--- src/rtl/fcmp_pkg.sv ---
// fcmp_pkg: shared op encoding, canonical NaN constant and binary32 NaN classifiers
// Exports fcmp_op_e, FP_CANON_NAN, is_nan(), is_snan().
package fcmp_pkg;
   typedef enum logic [2:0] {
      OP_FLT  = 3'd0,
      OP_FLE  = 3'd1,
      OP_FEQ  = 3'd2,
      OP_FMIN = 3'd3,
      OP_FMAX = 3'd4
   } fcmp_op_e;
   localparam logic [31:0] FP_CANON_NAN = 32'h7FC0_0000;
   function automatic logic is_nan(input logic [31:0] f);
      return f[30:23] == 8'hFF && f[22:0] != 23'd0;
   endfunction
   function automatic logic is_snan(input logic [31:0] f);
      return is_nan(f) && !f[22];
   endfunction
endpackage

--- src/rtl/fcmp_ctrl_flags.sv ---
// fp_cmp_flags: combinational binary32 ordering and NaN classification
// Ports: i_a, i_b operands; o_lt/o_gt/o_eq ordering (meaningless if o_any_nan); o_any_nan, o_any_snan.
module fp_cmp_flags
   import fcmp_pkg::*;
(
   input  logic [31:0] i_a,
   input  logic [31:0] i_b,
   output logic        o_lt,
   output logic        o_gt,
   output logic        o_eq,
   output logic        o_any_nan,
   output logic        o_any_snan
);
   logic both_zero;
   assign both_zero  = (i_a[30:0] | i_b[30:0]) == 31'd0;
   assign o_eq       = both_zero || i_a == i_b;
   // Sign-magnitude order: differing signs decide directly, negatives invert magnitude order.
   assign o_lt       = !o_eq && ((i_a[31] != i_b[31]) ? i_a[31] :
                        i_a[31] ? (i_a[30:0] > i_b[30:0]) : (i_a[30:0] < i_b[30:0]));
   assign o_gt       = !o_eq && !o_lt;
   assign o_any_nan  = is_nan(i_a) || is_nan(i_b);
   assign o_any_snan = is_snan(i_a) || is_snan(i_b);
endmodule

--- src/rtl/fcmp_ctrl.sv ---
// fcmp_ctrl: two-stage valid/ready FP compare and min/max controller (FLT/FLE/FEQ/FMIN/FMAX)
// Ports: i_clk, i_rst (sync, active-high), i_flush; request i_valid/o_ready/i_op/i_rs1_f/i_rs2_f/i_tag;
//        result o_valid/i_ready/o_result/o_tag/o_nv.
// Config: define FCMP_MINMAX_EN to build FMIN/FMAX; otherwise op codes 3 and 4 behave as illegal.
module fcmp_ctrl
   import fcmp_pkg::*;
(
   input  logic        i_clk,
   input  logic        i_rst,
   input  logic        i_flush,
   input  logic        i_valid,
   output logic        o_ready,
   input  logic [2:0]  i_op,
   input  logic [31:0] i_rs1_f,
   input  logic [31:0] i_rs2_f,
   input  logic [4:0]  i_tag,
   output logic        o_valid,
   input  logic        i_ready,
   output logic [31:0] o_result,
   output logic [4:0]  o_tag,
   output logic        o_nv
);
   logic        s1_valid_q, s1_valid_d, s2_valid_q, s2_valid_d;
   logic [2:0]  s1_op_q, s1_op_d;
   logic [31:0] s1_rs1_q, s1_rs1_d, s1_rs2_q, s1_rs2_d, s2_result_q, s2_result_d;
   logic [4:0]  s1_tag_q, s1_tag_d, s2_tag_q, s2_tag_d;
   logic        s2_nv_q, s2_nv_d;
   logic        s1_load, s2_load, take, adv;
   logic        lt, gt, eq, any_nan, any_snan;
   logic [31:0] res;
   logic        nv;

   fp_cmp_flags u_flags (
      .i_a        (s1_rs1_q),
      .i_b        (s1_rs2_q),
      .o_lt       (lt),
      .o_gt       (gt),
      .o_eq       (eq),
      .o_any_nan  (any_nan),
      .o_any_snan (any_snan)
   );

   assign s2_load  = !s2_valid_q || i_ready;
   assign s1_load  = !s1_valid_q || s2_load;
   assign o_ready  = s1_load;
   assign take     = s1_load && i_valid;
   assign adv      = s2_load && s1_valid_q;
   assign o_valid  = s2_valid_q;
   assign o_result = s2_result_q;
   assign o_tag    = s2_tag_q;
   assign o_nv     = s2_nv_q;

`ifdef FCMP_MINMAX_EN
   logic [31:0] min_res, max_res, mm_res;
   logic        a_nan, b_nan;
   assign a_nan   = is_nan(s1_rs1_q);
   assign b_nan   = is_nan(s1_rs2_q);
   // On equality the operands differ only for +0/-0: OR the signs for min, AND them for max.
   assign min_res = lt ? s1_rs1_q : eq ? {s1_rs1_q[31] | s1_rs2_q[31], s1_rs1_q[30:0]} : s1_rs2_q;
   assign max_res = gt ? s1_rs1_q : eq ? {s1_rs1_q[31] & s1_rs2_q[31], s1_rs1_q[30:0]} : s1_rs2_q;
   assign mm_res  = (a_nan && b_nan) ? FP_CANON_NAN : a_nan ? s1_rs2_q : b_nan ? s1_rs1_q :
                    (s1_op_q == OP_FMIN) ? min_res : max_res;
`endif

   always_comb begin
      res = '0;
      nv  = 1'b0;
      case (s1_op_q)
         OP_FLT: begin res[0] = !any_nan && lt;  nv = any_nan;  end
         OP_FLE: begin res[0] = !any_nan && !gt; nv = any_nan;  end
         OP_FEQ: begin res[0] = !any_nan && eq;  nv = any_snan; end
`ifdef FCMP_MINMAX_EN
         OP_FMIN, OP_FMAX: begin res = mm_res; nv = any_snan; end
`endif
         default: ;
      endcase
   end

   always_comb begin
      s1_valid_d  = i_flush ? 1'b0 : s1_load ? i_valid : s1_valid_q;
      s1_op_d     = take ? i_op : s1_op_q;
      s1_rs1_d    = take ? i_rs1_f : s1_rs1_q;
      s1_rs2_d    = take ? i_rs2_f : s1_rs2_q;
      s1_tag_d    = take ? i_tag : s1_tag_q;
      s2_valid_d  = i_flush ? 1'b0 : s2_load ? s1_valid_q : s2_valid_q;
      s2_result_d = adv ? res : s2_result_q;
      s2_tag_d    = adv ? s1_tag_q : s2_tag_q;
      s2_nv_d     = adv ? nv : s2_nv_q;
   end

   always_ff @(posedge i_clk) begin
      if (i_rst) begin
         s1_valid_q  <= 1'b0;
         s1_op_q     <= '0;
         s1_rs1_q    <= '0;
         s1_rs2_q    <= '0;
         s1_tag_q    <= '0;
         s2_valid_q  <= 1'b0;
         s2_result_q <= '0;
         s2_tag_q    <= '0;
         s2_nv_q     <= 1'b0;
      end else begin
         s1_valid_q  <= s1_valid_d;
         s1_op_q     <= s1_op_d;
         s1_rs1_q    <= s1_rs1_d;
         s1_rs2_q    <= s1_rs2_d;
         s1_tag_q    <= s1_tag_d;
         s2_valid_q  <= s2_valid_d;
         s2_result_q <= s2_result_d;
         s2_tag_q    <= s2_tag_d;
         s2_nv_q     <= s2_nv_d;
      end
   end
endmodule

--- config.mk ---
export PLATFORM = sky130hd
export DESIGN_NAME = fcmp_ctrl
export DESIGN_NICKNAME = d
export VERILOG_FILES = /design/src/rtl/fcmp_pkg.sv /design/src/rtl/fcmp_ctrl_flags.sv /design/src/rtl/fcmp_ctrl.sv
export SDC_FILE = /design/constraint.sdc
export NUM_CORES = 1
export LEC_CHECK = 0
export ABC_AREA = 1
export BUFFER_PORTS_ARGS = -buffer_cell sky130_fd_sc_hd__buf_2
export CAP_MARGIN = 20
export CORE_ASPECT_RATIO = 0.7
export CORE_UTILIZATION = 49
export DETAILED_ROUTE_END_ITERATION = 12
export PLACE_DENSITY_LB_ADDON = 0.25
export SLEW_MARGIN = 20
export SYNTH_ARGS = -nofsm -noshare
export SYNTH_HDL_FRONTEND = slang
export SYNTH_SLANG_ARGS = --single-unit
export TNS_END_PERCENT = 20
--- constraint.sdc ---
create_clock -name i_clk -period 1.6 [get_ports i_clk]
set_input_delay 0.32 -clock i_clk [delete_from_list [all_inputs] [get_ports i_clk]]
set_output_delay 0.32 -clock i_clk [all_outputs]
set_load 0.02 [all_outputs]
; ---- Yosys cells after proc, flatten, opt, wreduce, memory -nomap -nowiden
; Index checks and enable logic that the tools add are counted.
[totals]
out_inout_bits = 40
reg_bits = 81
[classes]
n_bitwise = 1
eq_ne = 6
magnitude_cmp = 2
reduce_logical = 30
n_mux = 4
[ops]
columns = operator, count
row1 = 23-bit nonzero test, 2
row2 = 32-bit == test, 1
row3 = 31-bit > comparator, 1
row4 = 31-bit zero test, 1
row5 = 31-bit < comparator, 1
row6 = 31-bit OR, 1
row7 = 8-bit == test (second input constant), 2
row8 = 1-bit logical AND, 11
row9 = 1-bit zero test, 8
row10 = 1-bit logical OR, 5
row11 = 2-bit OR reduction, 2
row12 = 3-bit by 1-bit == test with 1-bit output (second input constant), 1
row13 = 3-bit by 2-bit == test with 1-bit output (second input constant), 1
row14 = 3-bit zero test, 1
row15 = 1-bit one-hot mux with 3 select lines, 1
row16 = 1-bit 2-to-1 mux, 2
row17 = 1-bit one-hot mux with 2 select lines, 1
row18 = 1-bit != test, 1

; ---- Logic depth before layout (Yosys ltp)
; Gate-level depths: netlist of run 1.
[logic_depth]
word_depth = 10
mapped_depth = 17
depth_no_buf = 17

; ---- Cells and area by module
; A second synthesis of run 1 with hierarchy kept.
[unflattened]
hier_cells = 671
area_unflattened_um2 = 4849.7
[modules_own_cells]
columns = mod, instances, cells_per_inst, area_per_inst_um2, seq_area_each_um2
row1 = fcmp_ctrl, 1, 397, 3121.7, 1621.6
row2 = fp_cmp_flags, 1, 274, 1727.9, 0.0

; ---- Worst setup path after synthesis of run 1
; No wires, ideal clock.
[synth_timing]
path_kind = reg-to-reg
startpoint = register s1_rs1_q[29]
endpoint = register s2_result_q[0], in the netlist o_result[0]
n_path_buf = 0
arrival_time_ns = 1.639
stages_incl_launch_ff = 16
setup_slack_ns = -0.105
setup_time_ns = 0.066
synth_period_minus_slack_ns = 1.705
required_time_ns = 1.534
cell_sequence = dfxtp_1 inv_1 ha_1 nor2_2 nand2_2 nor2_1 nand2_1 nor2_2 nand2_2 nand2_2 nand2_1 nand3_1 nand2_1 nor2_1 nand2_1 a21oi_2
[synth_via]
elab_chain_cells = 10
[synth_rtl]
columns = element, line
row1 = "start, declared", fcmp_ctrl.sv:25  ; logic [31:0] s1_rs1_q, s1_rs1_d, s1_rs2_q, s1_rs2_d, s2_result_q, s2_result_d;
row2 = "start signal, assigned", fcmp_ctrl.sv:105  ; s1_rs1_q <= s1_rs1_d;
row3 = branches (longest 9 deep; another with 31-bit < comparator), -
row4 = 1-bit one-hot mux with 3 select lines (*), fcmp_ctrl.sv:68  ; case (s1_op_q)
row5 = "end signal, assigned", fcmp_ctrl.sv:109  ; s2_result_q <= s2_result_d;
row6 = "end, declared", fcmp_ctrl.sv:25
; Every way passes the cells marked *.
; A chain may end at the register's enable or synchronous reset.

; ---- Worst setup path after layout of run 1
[layout_timing]
startpoint = register s1_rs2_q[12]
endpoint = register s2_result_q[0], in the netlist o_result[0]
[layout_via]
elab_chain_cells = 10
[layout_rtl]
columns = element, line
row1 = "start, declared", fcmp_ctrl.sv:25
row2 = "start signal, assigned", fcmp_ctrl.sv:106  ; s1_rs2_q <= s1_rs2_d;
row3 = branches (longest 9 deep; another with 31-bit < comparator), -
row4 = 1-bit one-hot mux with 3 select lines (*), fcmp_ctrl.sv:68
; Marks and branches as above.

==> flow_metrics.env, run 1 <==
export IMPL_arrival_ns=2.07
export IMPL_violations="setup timing"
export IMPL_antenna_cells=0
export IMPL_p_per_area_mw_per_mm2=934
export IMPL_hp_class="input pin to flip-flop"
export IMPL_path_class="flip-flop to flip-flop"
export IMPL_fp_row_count=29
export IMPL_cts_root_buf="clkbuf_16"
export IMPL_ys_ff_latch=81
export IMPL_die_h_um=84.2
export IMPL_min_from="i_rst"
export IMPL_die_area_mm2=0.0100
export IMPL_yosysWarnings=0
export IMPL_drc_errors=0
export IMPL_clock_latency_ns=0.34
export IMPL_fin_worst_skew_ns=0.00748
export IMPL_cts_max_level=3
export IMPL_path_clk_slew_ns=0.07
export IMPL_ios=117
export IMPL_grt_pass1_wl_um=21300
export IMPL_preCtsSetupSlack_ns=-0.254
export IMPL_setup_tns_ns=-0.245
export IMPL_ys_top_cells_by_count="inv_1 (91), a21oi_1 (81), dfxtp_1 (81)"
export IMPL_fin_area_mm2=0.00681
export IMPL_cp_max_fo=3
export IMPL_clock_fmax_ghz=0.542
export IMPL_synth_top_area_share_pct=34.3
export IMPL_r2r_end="o_result[0]"
export IMPL_routedWlPerCell_um=13.8
export IMPL_viasPerCell=4.88
export IMPL_r2r_cells=16
export IMPL_postSynthAreaPerCell_um2=7.28
export IMPL_setup_viol=1
export IMPL_p_total_mw=6.36
export IMPL_r2r_start="s1_rs2_q[12]"
export IMPL_wl_um=13200
export IMPL_synth_flop_cell="dfxtp_1"
export IMPL_cp_start_kind="flip-flop"
export IMPL_io_buffer_count=85
export IMPL_synth_edf_count=0
export IMPL_clock_path_buffers=2
export IMPL_clock_sinks=81
export IMPL_syn_cell_area_mm2=0.00473
export IMPL_ys_top_cells_by_area="dfxtp_1 (34%), ha_1 (16%), a21oi_1 (8.6%)"
export IMPL_hpwl_um=9580
export IMPL_r2r_slack_ns=-0.24
export IMPL_num_vias=4690
export IMPL_synth_top_area_cell="dfxtp_1"
export IMPL_grt_pass1_vias=4550
export IMPL_start_util_pct=51.3
export IMPL_drtIter0Drc=228
export IMPL_chipWidth_um=119
export IMPL_grt_max_degree=54
export IMPL_status="complete, but fails checks"
export IMPL_synth_async_reset_ratio_pct=0
export IMPL_detail_route_antenna_nets=0
export IMPL_fillers=691
export IMPL_rsz0062_at_grt="true"
export IMPL_coreArea_mm2=0.00922
export IMPL_antenna_found_initial=0
export IMPL_maxSlewViolCount=0
export IMPL_cts_tree="yes"
export IMPL_whs_endpoint="o_result[0]"
export IMPL_min_path_cells=2
export IMPL_grt_overflow_total=0
export IMPL_synth_cells=649
export IMPL_ys_types=27
export IMPL_ir_drop_mv=0.748
export IMPL_period_needed_ns=1.84
export IMPL_area_growth_pct=44.1
export IMPL_required_ns=1.83
export IMPL_critical_path_endpoint_type="flip-flop"
export IMPL_drive_gt1_share_pct=41.9
export IMPL_finalHoldViolCount=0
export IMPL_final_nets=971
export IMPL_drv_cap=0
export IMPL_drt_pass1_iter_count=5
export IMPL_yosysMostFrequentCell="inv_1"
export IMPL_fin_crit_sh_pct=115
export IMPL_place_congestion=0.880
export IMPL_synth_seq_area_share_pct=34.3
export IMPL_hold_ws_ns=0.204
export IMPL_placed_cell_area_mm2=0.00613
export IMPL_track_usage_pct=26.7
export IMPL_p_leak_nw=3.22
export IMPL_final_setup_worst_slack_ns=-0.245
export IMPL_holdBufCountCts=0
export IMPL_numCtsBuffers=9
[metal layers]
| metal | part of all wire, % | GRT usage, % |
|---|---|---|
| met1 | 47 | 34.9 |
| met2 | 47 | 45.7 |
| met3 | 5.7 | 5.71 |
| met4 | 0.96 | 5.11 |
| met5 | 0 | 0 |
[worst max-delay path, cell delays in order (launching register included)]
cell and delay [ns]:
dfxtp_1 0.32, inv_2 0.05, ha_4 0.24, nor2_1 0.08
nand2_1 0.09, nor2_1 0.13, nand2_1 0.09, nor2_2 0.15
buf_4 0.12, buf_4 0.09, inv_1 0.04, nand2_1 0.06
nand2_1 0.05, nand2_1 0.06, nand2_1 0.05, nand2_1 0.06
a21oi_2 0.05
[cell families after synthesis]
family / count (synthesis) / share of synthesized area (%)
simple gates: 184 / 16.4
compound gates: 165 / 17.7
buf+inv: 155 / 14.9
flops: 81 / 34.3
other cells: 1 / 0.0794
fa+ha+maj: 62 / 16.4
xor+xnor: 1 / 0.185
[area by class of cell]
cell class | instances | area, um^2 | share of cell area, %
multi-input cells | 443 | 2940 | 43.1
flip-flops and latches | 81 | 1670 | 24.6
repair buffers | 196 | 1300 | 19.0
inverters | 101 | 379 | 5.57
clock buffers | 9 | 225 | 3.31
well taps | 124 | 155 | 2.28
clock inverters | 7 | 143 | 2.10
[power breakdown]
group          total, mW  switching (mW)  internal [mW]  leakage, nW
registers           2.26          0.0863           2.17        0.684
clock network       2.54           0.853           1.69        0.180
logic               1.56           0.838          0.725         2.35
[worst max path at each step]
stage                      start          end  cells past startpoint
floorplan           s1_rs2_q[23]  o_result[0]                     15
global placement    s1_rs1_q[15]  o_result[0]                     15
detailed placement  s1_rs1_q[13]  o_result[0]                     15
CTS                 s1_rs1_q[19]  o_result[0]                     15
global route         s1_rs1_q[1]  o_result[0]                     15
finish              s1_rs2_q[12]  o_result[0]                     16
[what timing repair did]
action / in CTS / in global routing
setup endpoints to repair: 2 / 2
pin swaps: 35 / 9
setup buffers: 14 / 2
resized for setup: 61 / 11
[stage by stage]
step | util, % | cells
after CTS | 73.4 | 959
after global placement | 66.5 | 929
after global routing | 73.9 | 961
final | 73.9 | 961
after floorplan | - | 679
after detailed placement | 66.5 | 929
[sequential cells by signal, indices dropped and copies added, names as in the netlist]
register and count:
o_nv 1, o_result 1, o_tag 5, o_valid 1, s1_op_q 3, s1_rs1_q 32, s1_rs2_q 32, s1_tag_q 5
s1_valid_q 1
[cells in the final DEF, fill, tap and decap left out, types with 2 or more instances in the layout]
cell and n:
nor3_1 3, ha_4 28, buf_4 108, ha_1 34
o21ai_0 79, dfxtp_2 42, nor2_2 9, dfxtp_1 39
conb_1 31, clkinv_4 2, buf_2 85, nand3_1 8
nor2_1 60, inv_1 54, nand4_1 15, buf_12 3
a21oi_1 81, nor4_1 2, inv_2 47, bufinv_16 4
clkbuf_16 9, nand2_1 74, nand2_2 4
Power figures use the tool's default switching activity.
==> run 2: changes to the inputs <==
--- a/config.mk
+++ b/config.mk
@@ -11,3 +11,3 @@
 export CORE_ASPECT_RATIO = 0.7
-export CORE_UTILIZATION = 49
+export CORE_UTILIZATION = 30
 export DETAILED_ROUTE_END_ITERATION = 12
==> constraint.sdc (replaced) <==
create_clock -name i_clk -period 1.5 [get_ports i_clk]
set_input_delay 0.075 -clock i_clk [delete_from_list [all_inputs] [get_ports i_clk]]
set_output_delay 0.075 -clock i_clk [all_outputs]
set_load 0.02 [all_outputs]
==> run 2 against run 1 <==
Net effect:
- the run ends with DRC, setup timing left
- die area increased by 62%
- cell count increased by 8.5%
- global-route usage decreased by 10 points
==> flow_metrics.env, run 2 (same netlist as run 1, synthesis figures left out) <==
export IMPL_status="complete, but fails checks"
export IMPL_violations="DRC, setup timing"
export IMPL_drtIter0Drc=243
export IMPL_track_usage_pct=16.7
export IMPL_post_place_cells=1015
export IMPL_hpwl_um=9970
export IMPL_crit_buf_inv=1
export IMPL_cts_tree="yes"
export IMPL_clock_path_buffers=2
export IMPL_chipWidth_um=152
export IMPL_clock_fmax_ghz=0.567
export IMPL_cp_depth=13
export IMPL_num_vias=4510
export IMPL_preCtsSetupSlack_ns=-0.299
export IMPL_drc_errors=11
export IMPL_fin_worst_skew_ns=0.00584
export IMPL_die_area_mm2=0.0163
export IMPL_hp_class="input pin to flip-flop"
export IMPL_critical_path_endpoint_type="flip-flop"
export IMPL_slowest_stage="dfxtp_1"
export IMPL_numCtsBuffers=9
export IMPL_drv_cap=0
export IMPL_coreArea_mm2=0.0150
export IMPL_crit_family="simple AND/OR/NAND/NOR gates"
export IMPL_max_stage_delay_ns=0.35
export IMPL_p_leak_nw=3.27
export IMPL_p_per_area_mw_per_mm2=922
export IMPL_period_needed_ns=1.76
export IMPL_cts_root_buf="clkbuf_16"
export IMPL_wl_um=12900
export IMPL_drt_pass1_iter_count=8
export IMPL_hold_ws_ns=0.0132
export IMPL_drive_gt1_share_pct=42.2
export IMPL_cp_common_cell="nand2_1"
export IMPL_r2r_start="s1_rs2_q[25]"
export IMPL_fillers=1487
export IMPL_ios=117
export IMPL_fin_area_mm2=0.00706
export IMPL_grt_pass1_vias=4482
export IMPL_grt_overflow_total=0
export IMPL_cp_max_fo=3
export IMPL_final_setup_worst_slack_ns=-0.265
export IMPL_cp_start_kind="flip-flop"
export IMPL_finalHoldViolCount=0
export IMPL_r2r_slack_ns=-0.26
export IMPL_setup_viol=1
export IMPL_viasPerCell=4.32
export IMPL_maxSlewViolCount=0
export IMPL_final_common_cell="buf_4"
export IMPL_detail_route_antenna_nets=0
export IMPL_grt_pass1_wl_um=21600
export IMPL_area_growth_pct=49.4
export IMPL_grt_max_degree=54
export IMPL_path_clk_slew_ns=0.06
export IMPL_r2r_cells=13
export IMPL_routedWlPerCell_um=12.4
export IMPL_setup_worst_path_end="o_result[0]"
export IMPL_setup_worst_path_start="s1_rs2_q[25]"
export IMPL_start_util_pct=31.4
export IMPL_arrival_ns=2.04
export IMPL_cts_max_level=3
export IMPL_fin_crit_sh_pct=118
export IMPL_clock_sinks=81
export IMPL_final_cell_count_no_fill=1043
export IMPL_crit_path_cell_trace="inv_2 -> ha_4 -> nor2_1 -> nand2_1 -> nor3_1 -> a21oi_1 -> nand2_1 -> nand2_1 -> nand2_1 -> nand2_1 -> nand2_1 -> nand2_1 -> a21oi_2"
export IMPL_top_regs="s1_rs1_q: 32 flops, s1_rs2_q: 32 flops"
export IMPL_die_h_um=107
export IMPL_antenna_cells=0
export IMPL_r2r_end="o_result[0]"
export IMPL_place_congestion=0.844
export IMPL_final_nets=983
export IMPL_rsz0062_at_grt="true"
export IMPL_placed_cell_area_mm2=0.00644
export IMPL_antenna_found_initial=1
export IMPL_io_buffer_count=85
export IMPL_ir_drop_mv=0.611
export IMPL_required_ns=1.77
export IMPL_setup_tns_ns=-0.265
export IMPL_layout_common_cells="buf_4 (110), buf_2 (85), a21oi_1 (81)"
export IMPL_fp_row_count=37
export IMPL_path_class="flip-flop to flip-flop"
export IMPL_clock_latency_ns=0.33
## run 2: cell count changes in the layout (fill, tap and decap cells not counted), sizes merged
cell,delta
dlygate4sd3,+8
inv,-1
clkinv,-2
buf,+4
bufinv,-2
clkbuf,+4
## run 2: per-stage QoR
stage,power [mW],util (%)
floorplan,3.38,-
global placement,3.98,42.8
detailed placement,3.98,42.8
CTS,6.50,46.2
global route,6.92,46.9
finish,6.51,46.9
## run 2: worst min-delay path by stage
| stage | start | end | slack, ns | depth (start not counted) |
|---|---|---|---|---|
| final | i_rs1_f[27] | s1_rs1_q[27] | 0.01 | 3 |
| after global routing | i_rs1_f[17] | s1_rs1_q[17] | 0.03 | 3 |
| after CTS | i_rs1_f[27] | s1_rs1_q[27] | 0.00005 | 3 |
| after detailed placement | i_rst | o_result[0] | 0.32 | 2 |
| after global placement | i_rst | o_result[0] | 0.31 | 2 |
| after floorplan | i_rst | o_result[0] | 0.14 | 1 |
## run 2: report_power, final
part,internal [mW],total (mW),switching [mW]
clock network,1.59,2.43,0.844
registers,2.31,2.40,0.0898
logic,0.807,1.68,0.873
## run 2: worst reg2reg max path, stage by stage (launching register included)
cell and delay (ns):
dfxtp_1 0.35, inv_2 0.06, ha_4 0.24, nor2_1 0.21, nand2_1 0.08, nor3_1 0.20
a21oi_1 0.11, nand2_1 0.09, nand2_1 0.05, nand2_1 0.05, nand2_1 0.05, nand2_1 0.05
nand2_1 0.06, a21oi_2 0.12
## run 2: repair_timing
action                     in CTS  in global routing
buffers inserted                4                  1
hold endpoints to repair        9                  0
hold buffers                    8                  0
resized for setup              30                 37
setup endpoints to repair       2                  3
pin swaps                      15                 20
## run 2: area by class of cell
cell class / count / area (um^2) / area share, %
well taps: 195 / 244 / 3.45
flip-flops and latches: 81 / 1670 / 23.6
clock inverters: 2 / 60.1 / 0.850
clock buffers: 13 / 270 / 3.83
repair buffers: 208 / 1430 / 20.3
multi-input cells: 443 / 3000 / 42.5
inverters: 101 / 387 / 5.47
## run 2: metal layers
layer | global-route usage (%) | wire, um
met4 | 4.59 | 149
met2 | 22.6 | 4850
met1 | 25.0 | 6970
met5 | 0 | 0
met3 | 4.77 | 978
